**src/rtl/mem_arbiter_pkg.sv**
```systemverilog
// Shared encodings for the two-port memory bus arbiter: FSM states, request
// op codes and the default word returned when a read times out.
package mem_arbiter_pkg;

  typedef enum logic [1:0] {
    ST_IDLE    = 2'd0,
    ST_WR_GAP  = 2'd1,
    ST_RD_WAIT = 2'd2
  } state_t;

  typedef enum logic {
    OP_RD = 1'b0,
    OP_WR = 1'b1
  } op_t;

  localparam logic [31:0] DEAD_WORD_DEF = 32'hDEADBEEF;

endpackage

```
**src/rtl/mem_arbiter_if.sv**
```systemverilog
// Bus bundle between the two masters, the arbiter and the memory.
// slave = arbiter side, master = environment (masters plus memory).
interface mem_arbiter_if #(parameter int AW = 16);

  logic          p0_rd_en;
  logic          p0_wr_en;
  logic [AW-1:0] p0_addr;
  logic [31:0]   p0_wr_data;
  logic [31:0]   p0_rd_data;
  logic          p0_rd_valid;

  logic          p1_rd_en;
  logic          p1_wr_en;
  logic [AW-1:0] p1_addr;
  logic [31:0]   p1_wr_data;
  logic [31:0]   p1_rd_data;
  logic          p1_rd_valid;

  logic          mem_rd_en;
  logic          mem_wr_en;
  logic [AW-1:0] mem_addr;
  logic [31:0]   mem_wr_data;
  logic [31:0]   mem_rd_data;
  logic          mem_rd_valid;

  logic          drop_err;
  logic          timeout_err;
  logic          err_clr;

  modport slave (
    input  p0_rd_en, p0_wr_en, p0_addr, p0_wr_data,
    input  p1_rd_en, p1_wr_en, p1_addr, p1_wr_data,
    input  mem_rd_data, mem_rd_valid, err_clr,
    output p0_rd_data, p0_rd_valid, p1_rd_data, p1_rd_valid,
    output mem_rd_en, mem_wr_en, mem_addr, mem_wr_data,
    output drop_err, timeout_err
  );

  modport master (
    output p0_rd_en, p0_wr_en, p0_addr, p0_wr_data,
    output p1_rd_en, p1_wr_en, p1_addr, p1_wr_data,
    output mem_rd_data, mem_rd_valid, err_clr,
    input  p0_rd_data, p0_rd_valid, p1_rd_data, p1_rd_valid,
    input  mem_rd_en, mem_wr_en, mem_addr, mem_wr_data,
    input  drop_err, timeout_err
  );

endinterface

```
**src/rtl/mem_arbiter_req_latch.sv**
```systemverilog
// One-deep request holder for a master that cannot be stalled. A request may
// be captured on the same edge the held one is granted, so back-to-back
// pulses are never lost.
module mem_arbiter_req_latch
  import mem_arbiter_pkg::*;
#(
  parameter int AW = 16
) (
  input  logic          clk,
  input  logic          rst_n,
  input  logic          rd_en,
  input  logic          wr_en,
  input  logic [AW-1:0] addr,
  input  logic [31:0]   wr_data,
  input  logic          grant,
  output logic          pending,
  output op_t           op,
  output logic [AW-1:0] addr_q,
  output logic [31:0]   data_q,
  output logic          drop
);

  logic req;
  logic capture;

  assign req     = rd_en | wr_en;
  assign capture = req & (~pending | grant);
  // A simultaneous rd/wr keeps the write but still counts as a lost request.
  assign drop    = (req & pending & ~grant) | (rd_en & wr_en);

  always_ff @(posedge clk or negedge rst_n) begin
    if (!rst_n) begin
      pending <= 1'b0;
      op      <= OP_RD;
      addr_q  <= '0;
      data_q  <= '0;
    end else if (capture) begin
      pending <= 1'b1;
      op      <= wr_en ? OP_WR : OP_RD;
      addr_q  <= addr;
      data_q  <= wr_data;
    end else if (grant) begin
      pending <= 1'b0;
    end
  end

endmodule

```
**src/rtl/mem_arbiter.sv**
```systemverilog
// Round-robin arbiter sharing one memory bus between the cpu (port 0) and an
// auxiliary master (port 1); read data is routed back to the owning port.
//
//   state      | meaning
//   ST_IDLE    | bus free, grant a pending latch (round-robin on conflict)
//   ST_WR_GAP  | write pulse issued last edge, enable drops, back to idle
//   ST_RD_WAIT | read issued, wait for mem_rd_valid or the timeout
module mem_arbiter
  import mem_arbiter_pkg::*;
#(
  parameter int          AW        = 16,
  parameter int          TIMEOUT   = 255,
  parameter logic [31:0] DEAD_WORD = DEAD_WORD_DEF
) (
  input logic           clk,
  input logic           rst_n,
  mem_arbiter_if.slave  bus
);

  localparam int CW = $clog2(TIMEOUT + 1);

  state_t        state;
  logic          owner;
  logic          last_grant;
  logic [CW-1:0] cnt;
  logic [CW-1:0] cnt_next;

  logic [1:0]    pend;
  logic [1:0]    grant;
  logic [1:0]    drop;
  op_t           op [2];
  logic [AW-1:0] addr_q [2];
  logic [31:0]   data_q [2];

  logic          gsel;
  logic          rd_done;
  logic          timeout_hit;
  logic [31:0]   rd_word;

  mem_arbiter_req_latch #(.AW(AW)) u_latch0 (
    .clk     (clk),
    .rst_n   (rst_n),
    .rd_en   (bus.p0_rd_en),
    .wr_en   (bus.p0_wr_en),
    .addr    (bus.p0_addr),
    .wr_data (bus.p0_wr_data),
    .grant   (grant[0]),
    .pending (pend[0]),
    .op      (op[0]),
    .addr_q  (addr_q[0]),
    .data_q  (data_q[0]),
    .drop    (drop[0])
  );

  mem_arbiter_req_latch #(.AW(AW)) u_latch1 (
    .clk     (clk),
    .rst_n   (rst_n),
    .rd_en   (bus.p1_rd_en),
    .wr_en   (bus.p1_wr_en),
    .addr    (bus.p1_addr),
    .wr_data (bus.p1_wr_data),
    .grant   (grant[1]),
    .pending (pend[1]),
    .op      (op[1]),
    .addr_q  (addr_q[1]),
    .data_q  (data_q[1]),
    .drop    (drop[1])
  );

  // last_grant=1 means port 1 was served last, so port 0 wins a tie.
  always_comb begin
    grant = 2'b00;
    if (state == ST_IDLE) begin
      if (pend[0] && (!pend[1] || last_grant)) grant[0] = 1'b1;
      else if (pend[1])                        grant[1] = 1'b1;
    end
  end

  assign gsel        = grant[1];
  assign cnt_next    = cnt + CW'(1);
  assign timeout_hit = (state == ST_RD_WAIT) && !bus.mem_rd_valid &&
                       (cnt_next == CW'(TIMEOUT));
  assign rd_done     = (state == ST_RD_WAIT) &&
                       (bus.mem_rd_valid || (cnt_next == CW'(TIMEOUT)));
  assign rd_word     = bus.mem_rd_valid ? bus.mem_rd_data : DEAD_WORD;

  always_ff @(posedge clk or negedge rst_n) begin
    if (!rst_n) begin
      state           <= ST_IDLE;
      owner           <= 1'b0;
      last_grant      <= 1'b1;
      cnt             <= '0;
      bus.mem_rd_en   <= 1'b0;
      bus.mem_wr_en   <= 1'b0;
      bus.mem_addr    <= '0;
      bus.mem_wr_data <= '0;
      bus.p0_rd_valid <= 1'b0;
      bus.p0_rd_data  <= '0;
      bus.p1_rd_valid <= 1'b0;
      bus.p1_rd_data  <= '0;
      bus.drop_err    <= 1'b0;
      bus.timeout_err <= 1'b0;
    end else begin
      bus.mem_rd_en   <= 1'b0;
      bus.mem_wr_en   <= 1'b0;
      bus.p0_rd_valid <= rd_done & ~owner;
      bus.p0_rd_data  <= (rd_done & ~owner) ? rd_word : '0;
      bus.p1_rd_valid <= rd_done & owner;
      bus.p1_rd_data  <= (rd_done & owner) ? rd_word : '0;
      // A new error on the same edge as err_clr stays set.
      bus.drop_err    <= (|drop) | (bus.drop_err & ~bus.err_clr);
      bus.timeout_err <= timeout_hit | (bus.timeout_err & ~bus.err_clr);

      case (state)
        ST_IDLE: begin
          cnt <= '0;
          if (|grant) begin
            bus.mem_addr    <= addr_q[gsel];
            bus.mem_wr_data <= data_q[gsel];
            owner           <= gsel;
            last_grant      <= gsel;
            if (op[gsel] == OP_WR) begin
              bus.mem_wr_en <= 1'b1;
              state         <= ST_WR_GAP;
            end else begin
              bus.mem_rd_en <= 1'b1;
              state         <= ST_RD_WAIT;
            end
          end
        end
        ST_WR_GAP: begin
          state <= ST_IDLE;
        end
        ST_RD_WAIT: begin
          if (rd_done) begin
            cnt   <= '0;
            state <= ST_IDLE;
          end else begin
            cnt <= cnt_next;
          end
        end
        default: begin
          state <= ST_IDLE;
        end
      endcase
    end
  end

endmodule

```
**src/flat_wrapper.sv**
```systemverilog
// flat-port wrapper written by rule: the top's interface ports become plain ports
module mem_arbiter_flat import mem_arbiter_pkg::*;
#(
  parameter int          AW        = 16,
  parameter int          TIMEOUT   = 255,
  parameter logic [31:0] DEAD_WORD = DEAD_WORD_DEF
)
  (clk, rst_n, bus_p0_rd_en, bus_p0_wr_en, bus_p0_addr, bus_p0_wr_data, bus_p1_rd_en, bus_p1_wr_en, bus_p1_addr, bus_p1_wr_data, bus_mem_rd_data, bus_mem_rd_valid, bus_err_clr, bus_p0_rd_data, bus_p0_rd_valid, bus_p1_rd_data, bus_p1_rd_valid, bus_mem_rd_en, bus_mem_wr_en, bus_mem_addr, bus_mem_wr_data, bus_drop_err, bus_timeout_err);
  mem_arbiter_if #(.AW(AW)) bus_i ();
  input logic clk;
  input logic rst_n;
  input wire logic [$bits(bus_i.p0_rd_en)-1:0] bus_p0_rd_en;
  input wire logic [$bits(bus_i.p0_wr_en)-1:0] bus_p0_wr_en;
  input wire logic [$bits(bus_i.p0_addr)-1:0] bus_p0_addr;
  input wire logic [$bits(bus_i.p0_wr_data)-1:0] bus_p0_wr_data;
  input wire logic [$bits(bus_i.p1_rd_en)-1:0] bus_p1_rd_en;
  input wire logic [$bits(bus_i.p1_wr_en)-1:0] bus_p1_wr_en;
  input wire logic [$bits(bus_i.p1_addr)-1:0] bus_p1_addr;
  input wire logic [$bits(bus_i.p1_wr_data)-1:0] bus_p1_wr_data;
  input wire logic [$bits(bus_i.mem_rd_data)-1:0] bus_mem_rd_data;
  input wire logic [$bits(bus_i.mem_rd_valid)-1:0] bus_mem_rd_valid;
  input wire logic [$bits(bus_i.err_clr)-1:0] bus_err_clr;
  output wire logic [$bits(bus_i.p0_rd_data)-1:0] bus_p0_rd_data;
  output wire logic [$bits(bus_i.p0_rd_valid)-1:0] bus_p0_rd_valid;
  output wire logic [$bits(bus_i.p1_rd_data)-1:0] bus_p1_rd_data;
  output wire logic [$bits(bus_i.p1_rd_valid)-1:0] bus_p1_rd_valid;
  output wire logic [$bits(bus_i.mem_rd_en)-1:0] bus_mem_rd_en;
  output wire logic [$bits(bus_i.mem_wr_en)-1:0] bus_mem_wr_en;
  output wire logic [$bits(bus_i.mem_addr)-1:0] bus_mem_addr;
  output wire logic [$bits(bus_i.mem_wr_data)-1:0] bus_mem_wr_data;
  output wire logic [$bits(bus_i.drop_err)-1:0] bus_drop_err;
  output wire logic [$bits(bus_i.timeout_err)-1:0] bus_timeout_err;
  assign bus_i.p0_rd_en = bus_p0_rd_en;
  assign bus_i.p0_wr_en = bus_p0_wr_en;
  assign bus_i.p0_addr = bus_p0_addr;
  assign bus_i.p0_wr_data = bus_p0_wr_data;
  assign bus_i.p1_rd_en = bus_p1_rd_en;
  assign bus_i.p1_wr_en = bus_p1_wr_en;
  assign bus_i.p1_addr = bus_p1_addr;
  assign bus_i.p1_wr_data = bus_p1_wr_data;
  assign bus_i.mem_rd_data = bus_mem_rd_data;
  assign bus_i.mem_rd_valid = bus_mem_rd_valid;
  assign bus_i.err_clr = bus_err_clr;
  assign bus_p0_rd_data = bus_i.p0_rd_data;
  assign bus_p0_rd_valid = bus_i.p0_rd_valid;
  assign bus_p1_rd_data = bus_i.p1_rd_data;
  assign bus_p1_rd_valid = bus_i.p1_rd_valid;
  assign bus_mem_rd_en = bus_i.mem_rd_en;
  assign bus_mem_wr_en = bus_i.mem_wr_en;
  assign bus_mem_addr = bus_i.mem_addr;
  assign bus_mem_wr_data = bus_i.mem_wr_data;
  assign bus_drop_err = bus_i.drop_err;
  assign bus_timeout_err = bus_i.timeout_err;
  mem_arbiter #(.AW(AW), .TIMEOUT(TIMEOUT), .DEAD_WORD(DEAD_WORD)) u_core (.clk(clk), .rst_n(rst_n), .bus(bus_i));
endmodule
```
**config.mk**
```make
export PLATFORM = sky130hd
export DESIGN_NAME = mem_arbiter_flat
export DESIGN_NICKNAME = d
export VERILOG_FILES = /design/src/rtl/mem_arbiter_pkg.sv /design/src/rtl/mem_arbiter_if.sv /design/src/rtl/mem_arbiter_req_latch.sv /design/src/rtl/mem_arbiter.sv /design/src/flat_wrapper.sv
export SDC_FILE = /design/constraint.sdc
export NUM_CORES = 1
export LEC_CHECK = 0
export CELL_PAD_IN_SITES_DETAIL_PLACEMENT = 1
export CELL_PAD_IN_SITES_GLOBAL_PLACEMENT = 2
export CORE_AREA = 8 8 173 175
export DETAILED_ROUTE_END_ITERATION = 8
export DIE_AREA = 0 0 181 183
export PLACE_DENSITY_LB_ADDON = 0.1
export SLEW_MARGIN = 5
export SYNTH_ARGS = -nofsm -noshare
export SYNTH_HDL_FRONTEND = slang
export SYNTH_SLANG_ARGS = --single-unit
```
**constraint.sdc**
```tcl
create_clock -name clk -period 4.25 [get_ports clk]
set_input_delay 0.85 -clock clk [delete_from_list [all_inputs] [get_ports clk]]
set_output_delay 0.85 -clock clk [all_outputs]
set_load 0.03 [all_outputs]
```
==> impl_metrics.env, run 1 <==
export IMPL_place_inst=1259
export IMPL_ys_ff_latch=230
export IMPL_vias=6284
export IMPL_yosysTopAreaCellShare=0.6339
export IMPL_worstSetupPathType="reg2reg"
export IMPL_synth_simple_area_share=0.07225
export IMPL_rsz0062_at_grt="false"
export IMPL_synthXorXnorAreaFrac=0.003737
export IMPL_dieArea_um2=33120
export IMPL_grt_first_pass_wirelength_mm=41.56
export IMPL_cts_setup_buffers=0
export IMPL_grt_pass1_vias=7275
export IMPL_status="finished clean"
export IMPL_relSlewSlack=0.2184
export IMPL_path_clk_slew_ns=0.06
export IMPL_gp_congestion=0.7628
export IMPL_portBuffers=253
export IMPL_power_frac_seq=0.364
export IMPL_areaGrowthSynthToFinish_pct=41.94
export IMPL_drt_met1_wl_mm=10.90
export IMPL_layout_drive_gt1_share=0.1854
export IMPL_drt_iter0_drc=314
export IMPL_via_per_inst=4.812
export IMPL_cp_arrival_ns=2.93
export IMPL_cp_start_kind="flip-flop"
export IMPL_pwr_density_cell_nw_per_um2=754.1
export IMPL_cts_buffer_depth=3
export IMPL_hold_viol_final=0
export IMPL_dp_hpwl_mm=18.18
export IMPL_die_h_um=183
export IMPL_start_util=0.3308
export IMPL_fmax_ghz=0.3954
export IMPL_synth_compound_area_frac=0.08249
export IMPL_postSynthCellCount=695
export IMPL_num_fill_cells=2833
export IMPL_wl_per_cell_um=19.90
export IMPL_core_rowCount=61
export IMPL_antenna_found_initial=4
export IMPL_synth_fa_ha_area_frac=0.003875
export IMPL_yosys_area_top_type="dfrtp_1"
export IMPL_leakagePower_nw=5.635
export IMPL_htreeDepth=1
export IMPL_root_buffer="clkbuf_16"
export IMPL_crit_fanout=48
export IMPL_route_detailed_drc=0
export IMPL_core_area_um2=27320
export IMPL_fin_crit_ns=2.529
export IMPL_ir_drop_v=0.0004123
export IMPL_max_slew_worst_pin_slew_ns=1.172
export IMPL_min_period_over_period=0.5950
export IMPL_p_int_mw=6.294
export IMPL_drtAntennaViolNets=0
export IMPL_synthMuxAreaShare=0.1738
export IMPL_critPathRequiredTime_ns=4.65
export IMPL_cts_tree="done"
export IMPL_seq_area_frac_synth=0.6368
export IMPL_reg2reg_setup_slack_ns=1.72
export IMPL_ios=254
export IMPL_fp_dieW_um=181
export IMPL_highest_layer="met5"
export IMPL_wl_mm=25.99
export IMPL_tns_ns=0
export IMPL_swShare=0.3495
export IMPL_setup_viol=0
export IMPL_grt_max_degree=106
export IMPL_firstDrtPassIters=4
export IMPL_synth_avg_cell_area_um2=13.01
export IMPL_synth_edff_count=0
export IMPL_nets=1079
export IMPL_synth_async_reset_ratio=1.000
export IMPL_p_comb_frac=0.389
export IMPL_cts_buffers=26
export IMPL_synth_ff_type="dfrtp_1"
export IMPL_grt_ovfl_total=0
export IMPL_synth_top_family_by_area="multiplexers"
export IMPL_dr_wl_met2_mm=12.52
export IMPL_wl_met3_mm=1.902
export IMPL_diodes=0
export IMPL_hold_ws_ns=0.3786
export IMPL_cts_sinks=230
export IMPL_drv_cap=0
export IMPL_syn_num_nets=833
export IMPL_yosys_warnings=0
export IMPL_clk_latency_ns=0.51
export IMPL_synth_area_leaders="dfrtp_1, mux2_2, mux2i_1"
export IMPL_synth_distinct_cells=40
export IMPL_synth_area_um2=9040
export IMPL_skew_ns=0.007689
export IMPL_ctsResizeCount=0
export IMPL_slew_violations=0
export IMPL_holdBufCountCts=0
export IMPL_instances_no_fill=1306
export IMPL_track_usage=0.1555
export IMPL_hold_path_class="in2async"
export IMPL_p_switching_mw=3.382
export IMPL_clkPwrFrac=0.247
export IMPL_end_kind="flip-flop"
[state kept, by name, indices dropped and copies added (netlist names), 2 cells and up]
name,cells
u_core.u_latch0.addr_q,16
u_core.state,2
u_core.u_latch0.data_q,32
u_core.bus.p0_rd_data,32
u_core.u_latch1.addr_q,16
u_core.cnt,8
u_core.bus.p1_rd_data,32
u_core.bus.mem_addr,16
u_core.bus.mem_wr_data,32
u_core.u_latch1.data_q,32
[per-layer routing]
metal  track usage  vias to the layer above
li1              -                     2888
met5             0                        -
met3       0.05144                       50
met4       0.04231                        8
met1        0.1895                     3132
met2        0.2620                      206
[critical path: stages, from the launching register on]
cell and delay (ns):
dfrtp_1 0.43, ha_1 0.25, nand2b_1 0.17, a21o_1 0.24
nor3_4 0.26, nand2b_2 0.62, a21oi_1 0.42
[cell families after synthesis]
group / Yosys count
DFF: 230
muxes: 145
and+or+nand+nor: 144
AOI/OAI and AO/OA: 124
buffers and inverters: 46
xor gates and xnor gates: 3
adders and majority gates: 3
[final timing paths]
| check | start | endpoint | cells past startpoint |
|---|---|---|---|
| max in group asynchronous | rst_n | u_core.bus.p1_rd_data[0] | 2 |
| min in group clk | u_core.bus.drop_err | u_core.bus.drop_err | 1 |
| worst min-delay path | rst_n | u_core.bus.p1_rd_data[29] | 1 |
| worst min register to register | u_core.bus.drop_err | u_core.bus.drop_err | 1 |
| worst max register to register | u_core.cnt[0] | u_core.bus.p1_rd_data[18] | 6 |
| worst max-delay path | u_core.cnt[0] | u_core.bus.p1_rd_data[18] | 6 |
[synth_stat cells, drive strengths merged, types with 3 or more instances]
cell	count
o21ai	6
inv	3
buf	29
mux2i	49
a22o	3
nor2	59
clkbuf	14
nor2b	3
nand2b	9
a21oi	103
nand2	45
mux2	96
and3	17
dfrtp	229
nor3	4
nand3	5
[cell type report]
class / instances / area (um2) / share of cell area
sequential: 230 / 5757 / 0.4487
multi-input combinational: 419 / 3077 / 0.2398
timing repair buffer: 261 / 2623 / 0.2044
clock buffer: 37 / 773.2 / 0.06026
tap: 346 / 432.9 / 0.03374
clock inverter: 10 / 157.7 / 0.01229
inverter: 3 / 11.26 / 0.0008776
[power groups by stage]
stage	Combinational [mW]	Clock [mW]	Sequential, mW
final	3.76	2.39	3.52
after CTS	3.86	2.46	3.54
after floorplan	1.97	0	3.99
after detailed placement	3.84	0	3.57
after global placement	3.72	0	3.53
after global routing	4.10	2.56	3.64
[through the flow]
stage	setup slack [ns]	util	power, mW	cell area [um2]
2_1_floorplan	2.393	-	5.961	9040
3_3_place_gp	1.354	0.4355	7.247	11900
3_5_place_dp	1.328	0.4355	7.410	11900
4_1_cts	1.660	0.4696	9.862	12830
5_1_grt	1.512	0.4696	10.29	12830
6_report	1.721	0.4696	9.676	12830
[cell usage in the layout, fill, tap and decap left out, drive strengths merged, types with 6 or more instances in the layout]
| master | count |
|---|---|
| nand2 | 45 |
| o21ai | 6 |
| nor2 | 59 |
| clkdlybuf4s50 | 252 |
| mux2i | 49 |
| buf | 9 |
| a21oi | 103 |
| mux2 | 96 |
| clkbuf | 37 |
| and3 | 17 |
| dfrtp | 229 |
| nand2b | 9 |
Power figures use the tool's default switching activity.
==> run 2: changes to the inputs <==
Settings changed: CORE_AREA 8 8 173 175 to 8 8 180 182, DIE_AREA 0 0 181 183 to 0 0 188 190.
Clock period 4.25 ns to 2.6 ns, I/O delays scaled along.
==> run 2 against run 1 <==
Effect of this change: non-clock buffer count grew 9; first-iteration DRC count shrank 43%; count of clock-buffer cells in the layout grew 2; sequential cell count is the same; register-to-register slack lost 1.2 ns; combinational power grew 67%; critical path type is now reg2out; critical path depth shrank 5; sequential share of layout area shrank 0.58 points; hold slack gained 0.11 ns; sequential power grew 63%; largest cell class unchanged; die area grew 7.8%; worst setup slack lost 1.3 ns.
==> impl_metrics.env, run 2 (synthesized netlist as in run 1, its figures left out) <==
export IMPL_status="finished clean"
export IMPL_skew_ns=0.008100
export IMPL_hold_ws_ns=0.4888
export IMPL_grt_ovfl_total=0
export IMPL_max_slew_worst_pin_slew_ns=0.5955
export IMPL_reg2reg_setup_slack_ns=0.54
export IMPL_cts_buffer_depth=3
export IMPL_gp_congestion=0.7421
export IMPL_tns_ns=0
export IMPL_cts_buffers=27
export IMPL_swShare=0.3491
export IMPL_num_fill_cells=3055
export IMPL_fmax_ghz=0.4664
export IMPL_setup_viol=0
export IMPL_hold_path_class="reg2reg"
export IMPL_place_inst=1311
export IMPL_slew_violations=0
export IMPL_stdcell_area_um2=13000
export IMPL_areaGrowthSynthToFinish_pct=43.81
export IMPL_drv_cap=0
export IMPL_instances_no_fill=1362
export IMPL_pwr_density_cell_nw_per_um2=1220
export IMPL_crit_fanout=2
export IMPL_hold_depth=1
export IMPL_cts_setup_buffers=0
export IMPL_cp_num_cells=1
export IMPL_critical_path_cell_chain="clkdlybuf4s50_1"
export IMPL_grt_max_degree=77
export IMPL_r2r_cells=7
export IMPL_timing_final_ws_setup_ns=0.4559
export IMPL_cts_tree="done"
export IMPL_rsz0062_at_grt="false"
export IMPL_final_cell_mix="clkdlybuf4s50_1, dfrtp_1, mux2_2, a21oi_1, nor2_1"
export IMPL_drt_iter0_drc=179
export IMPL_clkPwrFrac=0.241
export IMPL_multi_input_area_um2=3077
export IMPL_root_buffer="clkbuf_16"
export IMPL_final_util=0.4421
export IMPL_track_usage=0.1477
export IMPL_slowest_stage="clkdlybuf4s50_1"
export IMPL_route_detailed_drc=0
export IMPL_cp_startpoint="u_core.bus.mem_wr_data[29]"
export IMPL_dieArea_um2=35720
export IMPL_wl_per_cell_um=19.50
export IMPL_core_area_um2=29400
export IMPL_p_switching_mw=5.538
export IMPL_wl_mm=26.56
export IMPL_ir_drop_v=0.0006317
export IMPL_vias=6324
export IMPL_critPathRequiredTime_ns=2.08
export IMPL_path_clk_slew_ns=0.06
export IMPL_reg2reg_from="u_core.cnt[0]"
export IMPL_grt_first_pass_wirelength_mm=42.68
export IMPL_leakagePower_nw=5.689
export IMPL_regArea_um2=5757
export IMPL_dp_slack_ns=0.4888
export IMPL_p_total_mw=15.86
export IMPL_mostFrequentLayoutCell="clkdlybuf4s50_1"
export IMPL_via_per_inst=4.643
export IMPL_crit_family="buffers and inverters"
export IMPL_end_kind="primary output"
export IMPL_worstSetupPathType="reg2out"
export IMPL_slowest_delay_ns=0.71
export IMPL_placed_area_um2=12070
export IMPL_fin_crit_ns=2.144
export IMPL_htreeDepth=1
export IMPL_cts_sinks=230
export IMPL_relSlewSlack=0.6030
export IMPL_power_frac_seq=0.363
export IMPL_crit_buf_inv=1
export IMPL_layout_drive_gt1_share=0.1926
export IMPL_firstDrtPassIters=4
export IMPL_p_int_mw=10.33
export IMPL_nets=1089
export IMPL_clk_latency_ns=0.51
export IMPL_rr_endpoint="u_core.bus.p1_rd_data[30]"
export IMPL_min_period_over_period=0.8246
export IMPL_hold_viol_final=0
export IMPL_start_util=0.3075
export IMPL_cp_start_kind="flip-flop"
export IMPL_crit_end="bus_mem_wr_data[29]"
export IMPL_p_comb_frac=0.396
export IMPL_cp_arrival_ns=1.62
export IMPL_dp_hpwl_mm=18.95
export IMPL_ios=254
export IMPL_fp_dieW_um=188
export IMPL_die_h_um=190
export IMPL_drtAntennaViolNets=0
export IMPL_antenna_found_initial=5
export IMPL_core_rowCount=63
export IMPL_portBuffers=253
export IMPL_grt_pass1_vias=7297
==> run 2: cell types whose count changed in the layout (fill, tap and decap cells not counted) <==
cell | previous run | this run
buf_12 | 2 | 6
buf_4 | 6 | 10
bufinv_16 | 4 | 3
clkbuf_1 | 4 | 5
clkbuf_8 | 6 | 7
clkinv_2 | 4 | 5
clkinv_4 | 1 | 0
clkinvlp_4 | 0 | 1
diode_2 | 0 | 1
dlygate4sd3_1 | 0 | 1
==> run 2: routing by layer <==
layer | up-vias | global-route usage | wire length (um)
li1 | 2905 | - | -
met1 | 3188 | 0.1867 | 11540
met2 | 188 | 0.2481 | 12920
met3 | 33 | 0.04522 | 1696
met4 | 10 | 0.02818 | 335
met5 | - | 0 | 69
==> run 2: how the worst min path moves through the flow <==
stage	startpoint	endpoint	slack, ns
after floorplan	rst_n	u_core.bus.drop_err	0.22
after global placement	u_core.bus.drop_err	u_core.bus.drop_err	0.47
after detailed placement	u_core.bus.drop_err	u_core.bus.drop_err	0.48
after CTS	u_core.bus.drop_err	u_core.bus.drop_err	0.50
after global routing	u_core.bus.drop_err	u_core.bus.drop_err	0.52
final	u_core.bus.drop_err	u_core.bus.drop_err	0.49
==> run 2: power groups by stage <==
stage / registers, mW / logic (mW) / clock network [mW]
2_1_floorplan: 6.52 / 3.22 / 0
3_3_place_gp: 5.75 / 6.24 / 0
3_5_place_dp: 5.82 / 6.41 / 0
4_1_cts: 5.78 / 6.43 / 3.97
5_1_grt: 5.95 / 6.84 / 4.11
6_report: 5.75 / 6.28 / 3.83
==> run 2: final cells by class <==
class | count | share of cell area
clock inverter | 10 | 0.01011
multi-input combinational | 419 | 0.2367
inverter | 3 | 0.0008662
sequential | 230 | 0.4428
tap | 390 | 0.03754
antenna | 1 | 0.0001925
timing repair buffer | 270 | 0.2110
clock buffer | 39 | 0.06083
==> run 2: what timing repair did <==
| action | CTS | global route |
|---|---|---|
| hold endpoints to repair | 57 | 0 |
| resized for setup | 0 | 0 |
| hold buffers | 1 | 0 |
==> run 3: changes to the inputs <==
Clock period 2.6 ns to 2.2 ns, I/O delays scaled along.
==> run 3 against run 2 <==
Effect of this change: utilization up 0.20 points; final cell count is 0.37% higher; hold slack got worse by 0.048 ns; global-route usage rose by 0.24 points; die area unchanged; first-iteration DRC count rose by 87%; wire length rose by 2.1%; final area grew 0.46%; largest power group unchanged.
==> impl_metrics.env, run 3 (synthesized netlist as in run 1, its figures left out) <==
export IMPL_hold_viol_final=0
export IMPL_cts_sinks=230
export IMPL_path_clk_slew_ns=0.06
export IMPL_power_frac_seq=0.359
export IMPL_drv_cap=0
export IMPL_fp_dieW_um=188
export IMPL_cts_buffers=26
export IMPL_leakagePower_nw=5.724
export IMPL_cp_start_kind="flip-flop"
export IMPL_end_kind="primary output"
export IMPL_track_usage=0.1501
export IMPL_hold_path_class="in2async"
export IMPL_drtAntennaViolNets=0
export IMPL_critical_path_cell_chain="clkdlybuf4s50_1"
export IMPL_critPathRequiredTime_ns=1.76
export IMPL_die_h_um=190
export IMPL_antenna_found_initial=4
export IMPL_mostFrequentLayoutCell="clkdlybuf4s50_1"
export IMPL_grt_ovfl_total=0
export IMPL_cp_arrival_ns=1.61
export IMPL_tns_ns=0
export IMPL_grt_max_degree=72
export IMPL_dp_hpwl_mm=19.18
export IMPL_max_slew_worst_pin_slew_ns=0.5358
export IMPL_status="finished clean"
export IMPL_dieArea_um2=35720
export IMPL_cts_buffer_depth=3
export IMPL_ctsResizeCount=0
export IMPL_gp_congestion=0.7614
export IMPL_via_per_inst=4.650
export IMPL_areaGrowthSynthToFinish_pct=44.47
export IMPL_core_area_um2=29400
export IMPL_crit_fanout=2
export IMPL_cp_startpoint="u_core.bus.mem_wr_data[31]"
export IMPL_firstDrtPassIters=4
export IMPL_swShare=0.3514
export IMPL_setup_viol=0
export IMPL_route_detailed_drc=0
export IMPL_ios=254
export IMPL_slew_violations=0
export IMPL_htreeDepth=1
export IMPL_reg2reg_from="u_core.cnt[0]"
export IMPL_cts_tree="done"
export IMPL_grt_first_pass_wirelength_mm=43.20
export IMPL_num_fill_cells=3063
export IMPL_vias=6356
export IMPL_wl_per_cell_um=19.83
export IMPL_pwr_density_cell_nw_per_um2=1448
export IMPL_fmax_ghz=0.4882
export IMPL_grt_pass1_vias=7357
export IMPL_fin_crit_ns=2.048
export IMPL_p_int_mw=12.26
export IMPL_crit_buf_inv=1
export IMPL_min_period_over_period=0.9311
export IMPL_skew_ns=0.01003
export IMPL_wl_mm=27.11
export IMPL_start_util=0.3075
export IMPL_slowest_delay_ns=0.70
export IMPL_core_rowCount=63
export IMPL_p_comb_frac=0.403
export IMPL_drt_iter0_drc=335
export IMPL_portBuffers=253
export IMPL_ir_drop_v=0.0007406
export IMPL_nets=1094
export IMPL_root_buffer="clkbuf_16"
export IMPL_rsz0062_at_grt="false"
export IMPL_final_cell_mix="clkdlybuf4s50_1, dfrtp_1, mux2_2, a21oi_1, nor2_1"
export IMPL_crit_family="buffers and inverters"
export IMPL_p_switching_mw=6.646
export IMPL_clkPwrFrac=0.238
export IMPL_layout_drive_gt1_share=0.1947
export IMPL_worstSetupPathType="reg2out"
export IMPL_relSlewSlack=0.6415
export IMPL_clk_latency_ns=0.52
export IMPL_slowest_stage="clkdlybuf4s50_1"
export IMPL_final_util=0.4442
[run 3: cell count changes in the layout (fill, tap and decap cells not counted), sizes merged]
| cell | delta |
|---|---|
| buf | +6 |
| inv | -1 |
| clkinvlp | -1 |
| clkbuf | +1 |
[run 3: final timing paths]
| path | endpoint | slack [ns] | cells after the start |
|---|---|---|---|
| min in group clk | u_core.bus.drop_err | 0.49 | 1 |
| hold / removal | u_core.bus.p0_rd_data[29] | 0.44 | 2 |
| hold reg to reg | u_core.bus.drop_err | 0.49 | 1 |
| setup reg to reg | u_core.bus.p1_rd_data[19] | 0.28 | 7 |
| setup / recovery | bus_mem_wr_data[31] | 0.15 | 1 |
| max in group asynchronous | u_core.bus.p1_rd_data[19] | 0.97 | 3 |
[run 3: cell type report]
cell class | count | area (um2) | share of cell area
repair buffers | 276 | 2825 | 0.2163
inverters | 3 | 11.26 | 0.0008622
diodes | 1 | 2.502 | 0.0001916
well taps | 390 | 488.0 | 0.03736
multi-input cells | 419 | 3077 | 0.2356
clock buffers | 40 | 784.5 | 0.06007
clock inverters | 8 | 115.1 | 0.008814
flip-flops and latches | 230 | 5757 | 0.4408
[run 3: what timing repair did]
action / CTS / global route
buffers inserted: 0 / 0
hold endpoints to repair: 45 / 0
hold buffers: 1 / 0
[run 3: worst reg2reg max path: stages, from the launching register on]
cell	delay (ns)
dfrtp_1	0.43
ha_1	0.25
nand2b_1	0.16
a21o_1	0.23
nor3_4	0.26
nand2b_2	0.10
buf_12	0.19
a21oi_1	0.20
[run 3: power groups by stage]
stage	Sequential (mW)	Clock, mW	Combinational (mW)
global placement	6.78	0	7.54
finish	6.78	4.51	7.62
floorplan	7.71	0	3.81
CTS	6.81	4.66	7.80
global route	7.02	4.82	8.25
detailed placement	6.86	0	7.77
[run 3: stage by stage]
| step | cells | hold WS, ns | area [um2] | setup slack, ns | total power [mW] |
|---|---|---|---|---|---|
| 3_3_place_gp | 1317 | 0.3817 | 12150 | 0.1926 | 14.32 |
| 5_1_grt | 1366 | 0.4726 | 13060 | 0.08299 | 20.09 |
| 3_5_place_dp | 1317 | 0.3876 | 12150 | 0.1649 | 14.63 |
| 6_report | 1367 | 0.4412 | 13060 | 0.1516 | 18.91 |
| 4_1_cts | 1366 | 0.4428 | 13060 | 0.1110 | 19.28 |
| 2_1_floorplan | 695 | 0.1444 | 9040 | 0.4207 | 11.52 |
[run 3: routing by layer]
layer  routed length (um)  GRT usage  up-vias
met5                   55          0        -
met4                  300    0.03091        8
met3                 1619    0.04064       36
met2                13100     0.2535      194
met1                12040     0.1909     3200
li1                     -          -     2918
==> RTL edit 1: new RTL, settings of run 3 <==
`AW` is set to 16 in 4 places; all go to 18.
--- a/src/rtl/mem_arbiter_if.sv
+++ b/src/rtl/mem_arbiter_if.sv
@@ -2,3 +2,3 @@
 // slave = arbiter side, master = environment (masters plus memory).
-interface mem_arbiter_if #(parameter int AW = 16);
+interface mem_arbiter_if #(parameter int AW = 18);
 
--- a/src/rtl/mem_arbiter_req_latch.sv
+++ b/src/rtl/mem_arbiter_req_latch.sv
@@ -6,3 +6,3 @@
 #(
-  parameter int AW = 16
+  parameter int AW = 18
 ) (
--- a/src/rtl/mem_arbiter.sv
+++ b/src/rtl/mem_arbiter.sv
@@ -10,3 +10,3 @@
 #(
-  parameter int          AW        = 16,
+  parameter int          AW        = 18,
   parameter int          TIMEOUT   = 255,
--- a/src/flat_wrapper.sv
+++ b/src/flat_wrapper.sv
@@ -3,3 +3,3 @@
 #(
-  parameter int          AW        = 16,
+  parameter int          AW        = 18,
   parameter int          TIMEOUT   = 255,
Ports: changed (resized bus_mem_addr, bus_p0_addr and bus_p1_addr); port bits go from 254 to 260. No check against the original RTL was run, so the function may have changed too.
==> RTL edit 1 against run 3 <==
  * Via count rose by 1.7%
  * Setup slack got worse by 0.0045 ns
  * Cell area rose by 2.2%
  * Non-clock buffer count rose by 5
  * Maximum frequency fell by 0.22%
  * Synthesized area rose by 2.6%
  * Wire length fell by 2.6%
  * Global-route usage fell by 0.35 points
  * Register-to-register slack got worse by 0.13 ns
  * Power fell by 0.30%
  * Sequential cell count rose by 6
  * Largest cell class unchanged
  * Largest power group unchanged
==> RTL edit 1: results (changes against run 3) <==
| Metric | Value |
|---|---|
| Status | `complete, no violations` |
| DP Cell Count | `1345 (+2.1%)` |
| Sequential fraction of the synthesis area | `63.7% (about the same)` |
| Total number of vias | `6467 (+1.7%)` |
| Nonclk inv count | `7 (+4)` |
| Worst setup path endpoint | `u_core.cnt[3]` |
| Initial DRC Count | `228 (-32%)` |
| Synth Area in Adders | `0.378% (-0.0099 points)` |
| Clock network area share | `6.18% (-0.71 points)` |
| Met1 Use GR | `18.8% (-0.33 points)` |
| Vias per std cell | `4.65 (about the same)` |
| Crit path kind | `register to register` |
| Mux cell area share after synthesis | `17.6% (+0.26 points)` |
| Synth cell types | `44 (+10%)` |
| Vias in the first global route | `7171 (-2.5%)` |
| R2R cell count | `5 (-2)` |
| Largest net degree at the start of global routing | `63 (-13%)` |
| Final Skew | `0.00733 ns (-0.00269 ns)` |
| Num CTS Buffers | `27 (+3.8%)` |
| Layout cells sized above 1 | `19.1% (-0.39 points)` |
| Largest cells by area after synthesis | `dfrtp_1 (63%), mux2_2 (12%), mux2i_1 (5.5%)` |
| Multi-input combinational area share | `23.9% (+0.37 points)` |
| GR Util met2 | `23.5% (-1.9 points)` |
| Final wirelength | `26400 µm (-2.6%)` |
| Largest vdd supply drop | `608 µV (-18%)` |
| FILL cells | `3085 (+0.72%)` |
| Commonest cells in the netlist | `dfrtp_1 (235), mux2_2 (100), a21oi_1 (85)` |
| Reg2Reg Setup Slack | `0.15 ns (-0.13 ns)` |
-- RTL edit 1: cell count changes after synthesis, sizes merged, moves of 2 or more --
cell,change
clkbuf,+8
a21o,-2
nor2,-2
nand2b,-5
inv,+4
nand2,+3
buf,-8
dfrtp,+6
mux2,+4
mux2i,+2
o31ai,+2
a21oi,+2
-- RTL edit 1: per-stage QoR --
| step | power (mW) | TNS (ns) | setup slack, ns | cell area [µm²] | hold slack, ns |
|---|---|---|---|---|---|
| after detailed placement | 14.9 | 0 | 0.139 | 12500 | 0.340 |
| final | 18.9 | 0 | 0.147 | 13300 | 0.393 |
| after floorplan | 11.8 | 0 | 0.341 | 9280 | 0.144 |
| after global routing | 20.2 | -0.0202 | -0.0164 | 13300 | 0.406 |
| after global placement | 14.8 | 0 | 0.135 | 12500 | 0.342 |
| after CTS | 19.3 | 0 | 0.101 | 13300 | 0.392 |
-- RTL edit 1: per-layer routing --
| metal | share of wire, % | wire [µm] | vias up |
|---|---|---|---|
| li1 | - | - | 3025 |
| met1 | 44 | 11700 | 3195 |
| met2 | 46 | 12100 | 196 |
| met3 | 7.7 | 2040 | 41 |
| met4 | 1.7 | 451 | 10 |
| met5 | 0.23 | 62 | - |
-- RTL edit 1: critical path: stages, from the launching register on --
cell      delay [ns]
dfrtp_1         0.44
nand3_2         0.16
or3_4           0.41
a211o_1         0.38
o31ai_4         0.38
o211ai_1        0.15
-- RTL edit 1: timing repair --
item	in CTS	in global routing
setup endpoints to repair	0	35
hold buffers	1	0
resized for setup	0	3
hold endpoints to repair	27	0
-- RTL edit 1: where the power goes --
part	leakage, nW	total (mW)	internal (mW)	switching [mW]
registers	2.89	6.88	6.03	0.844
clock network	0.405	4.21	2.51	1.70
logic	2.51	7.77	3.69	4.07
total	5.80	18.9	12.2	6.62
==> RTL edit 2: new RTL, settings of run 3 <==
Made on the original files. Make the reset (`rst_n`) synchronous in 2 clocked blocks.
--- a/src/rtl/mem_arbiter_req_latch.sv
+++ b/src/rtl/mem_arbiter_req_latch.sv
@@ -30,3 +30,3 @@
 
-  always_ff @(posedge clk or negedge rst_n) begin
+  always_ff @(posedge clk) begin
     if (!rst_n) begin
--- a/src/rtl/mem_arbiter.sv
+++ b/src/rtl/mem_arbiter.sv
@@ -86,3 +86,3 @@
 
-  always_ff @(posedge clk or negedge rst_n) begin
+  always_ff @(posedge clk) begin
     if (!rst_n) begin
Function: differs if rst_n is asserted again (counterexample within 4 cycles, from zero or initial values and one cycle with rst_n low); with rst_n held inactive, the same outputs for 4 cycles.
==> RTL edit 2 against run 3 <==
  * Synthesized area is 4.8% lower
  * Wire length is 1.9% higher
  * Worst hold slack lost 0.21 ns
  * Cell area decreased by 4.5%
  * Sequential cell count unchanged
  * Critical path depth did not move
  * Die area did not move
  * Register-to-register slack worse by 0.04 ns
  * Critical endpoint is now bus_mem_wr_data[25]
  * Setup slack worse by 0.019 ns
Power is not compared: it rests on default switching activity, and its combinational part moved more than twofold at a synthesized area within 25%.
==> RTL edit 2: results (changes against run 3) <==
| Metric | Value |
|---|---|
| Final HPWL DP | `18700 µm (-2.6%)` |
| Clk pin slew, worst setup/hold paths | `0.06 ns (about the same)` |
| Synth cell types | `42 (+5.0%)` |
| Worst-margin pin slew | `0.702 ns (+0.166 ns)` |
| Drt wl/cell | `17.6 µm (-11%)` |
| Sequential fraction of the synthesis area | `53.5% (-10 points)` |
| Routability cong. | `0.742 (-2.5%)` |
| Num CTS Buffers | `27 (+3.8%)` |
| Reg2Reg Setup Slack | `0.24 ns (-0.04 ns)` |
| Vias in the first global route | `7454 (+1.3%)` |
| Antenna Cells | `0 (-1)` |
| Global-route wire length before repair | `43600 µm (+0.90%)` |
| Share of flip-flops with an asynchronous set or reset | `0% (-100 points)` |
| Status | `complete, no violations` |
| Hold Buf Count CTS | `0 (-1)` |
| Largest cells by area after synthesis | `dfxtp_1 (54%), nand2_1 (13%), a21boi_0 (8.8%)` |
| Critical path arrival | `1.63 ns (+0.02 ns)` |
| Hold crit path type | `input pin to register` |
| Syn nets | `1069 (+28%)` |
| Critical Path Max Stage Delay | `0.77 ns (+0.07 ns)` |
| Post-CTS setup buffers | `0 (unchanged)` |
| Initial DRC Count | `243 (-27%)` |
| Global-route usage over all layers | `15.0% (about the same)` |
| Antenna violations before repair | `5 (+1)` |
| FILL cells | `3313 (+8.2%)` |
| Commonest cells in the netlist | `nand2_1 (291), dfxtp_1 (230), a21boi_0 (101)` |
| Layout net count | `1302 (+19%)` |
| Layout cells sized above 1 | `6.87% (-13 points)` |
| Final Skew | `0.00551 ns (-0.00452 ns)` |
RTL edit 2: worst paths after layout:
path,from,endpoint,cells after the start
worst max-delay path,u_core.bus.mem_wr_data[25],bus_mem_wr_data[25],1
worst min register to register,u_core.u_latch1.data_q[24],u_core.u_latch1.data_q[24],2
worst min-delay path,rst_n,u_core.bus.timeout_err,3
worst max register to register,u_core.cnt[1],u_core.bus.p1_rd_data[6],7
RTL edit 2: power groups by stage:
stage | registers (mW) | logic, mW | clock network [mW]
after floorplan | 5.04 | 0.817 | 0
after global placement | 4.75 | 2.11 | 0
after detailed placement | 4.76 | 2.12 | 0
after CTS | 4.67 | 2.13 | 4.32
after global routing | 4.70 | 2.26 | 4.51
final | 4.67 | 2.08 | 4.16
RTL edit 2: cell type report:
cell class,instances,area share [%]
well taps,390,3.91
inverters,4,0.120
multi-input cells,626,30.0
clock buffers,39,6.10
clock inverters,5,0.421
flip-flops and latches,230,36.9
repair buffers,275,22.5
RTL edit 2: stage by stage:
stage	std cells	util [%]	setup slack (ns)	area [µm²]	TNS, ns
floorplan	931	-	0.165	8600	0
global placement	1525	39.6	0.168	11700	0
detailed placement	1525	39.6	0.0890	11700	0
CTS	1569	42.4	0.0712	12500	0
global route	1569	42.4	-0.00432	12500	-0.00432
finish	1569	42.4	0.132	12500	0
RTL edit 2: what timing repair did:
item                                    CTS  global route
resized for setup                         0             3
hold endpoints to repair                  0             0
endpoints found under the setup margin    0            26
RTL edit 2: kinds of logic after synthesis:
| group | after synthesis | share of synthesized area, % |
|---|---|---|
| buffers and inverters | 75 | 3.69 |
| AOI/OAI and AO/OA | 232 | 20.4 |
| xor gates and xnor gates | 1 | 0.102 |
| and+or+nand+nor | 341 | 16.1 |
| DFF | 230 | 53.5 |
| muxes | 49 | 5.70 |
| adders and majority gates | 3 | 0.407 |
RTL edit 2: metal layers:
layer | track usage [%] | up-vias | part of all wire [%]
li1 | - | 3612 | -
met1 | 18.6 | 3408 | 45
met4 | 3.33 | 10 | 1.8
met2 | 25.4 | 178 | 47
met3 | 4.43 | 42 | 5.9
met5 | 0 | - | 0.23
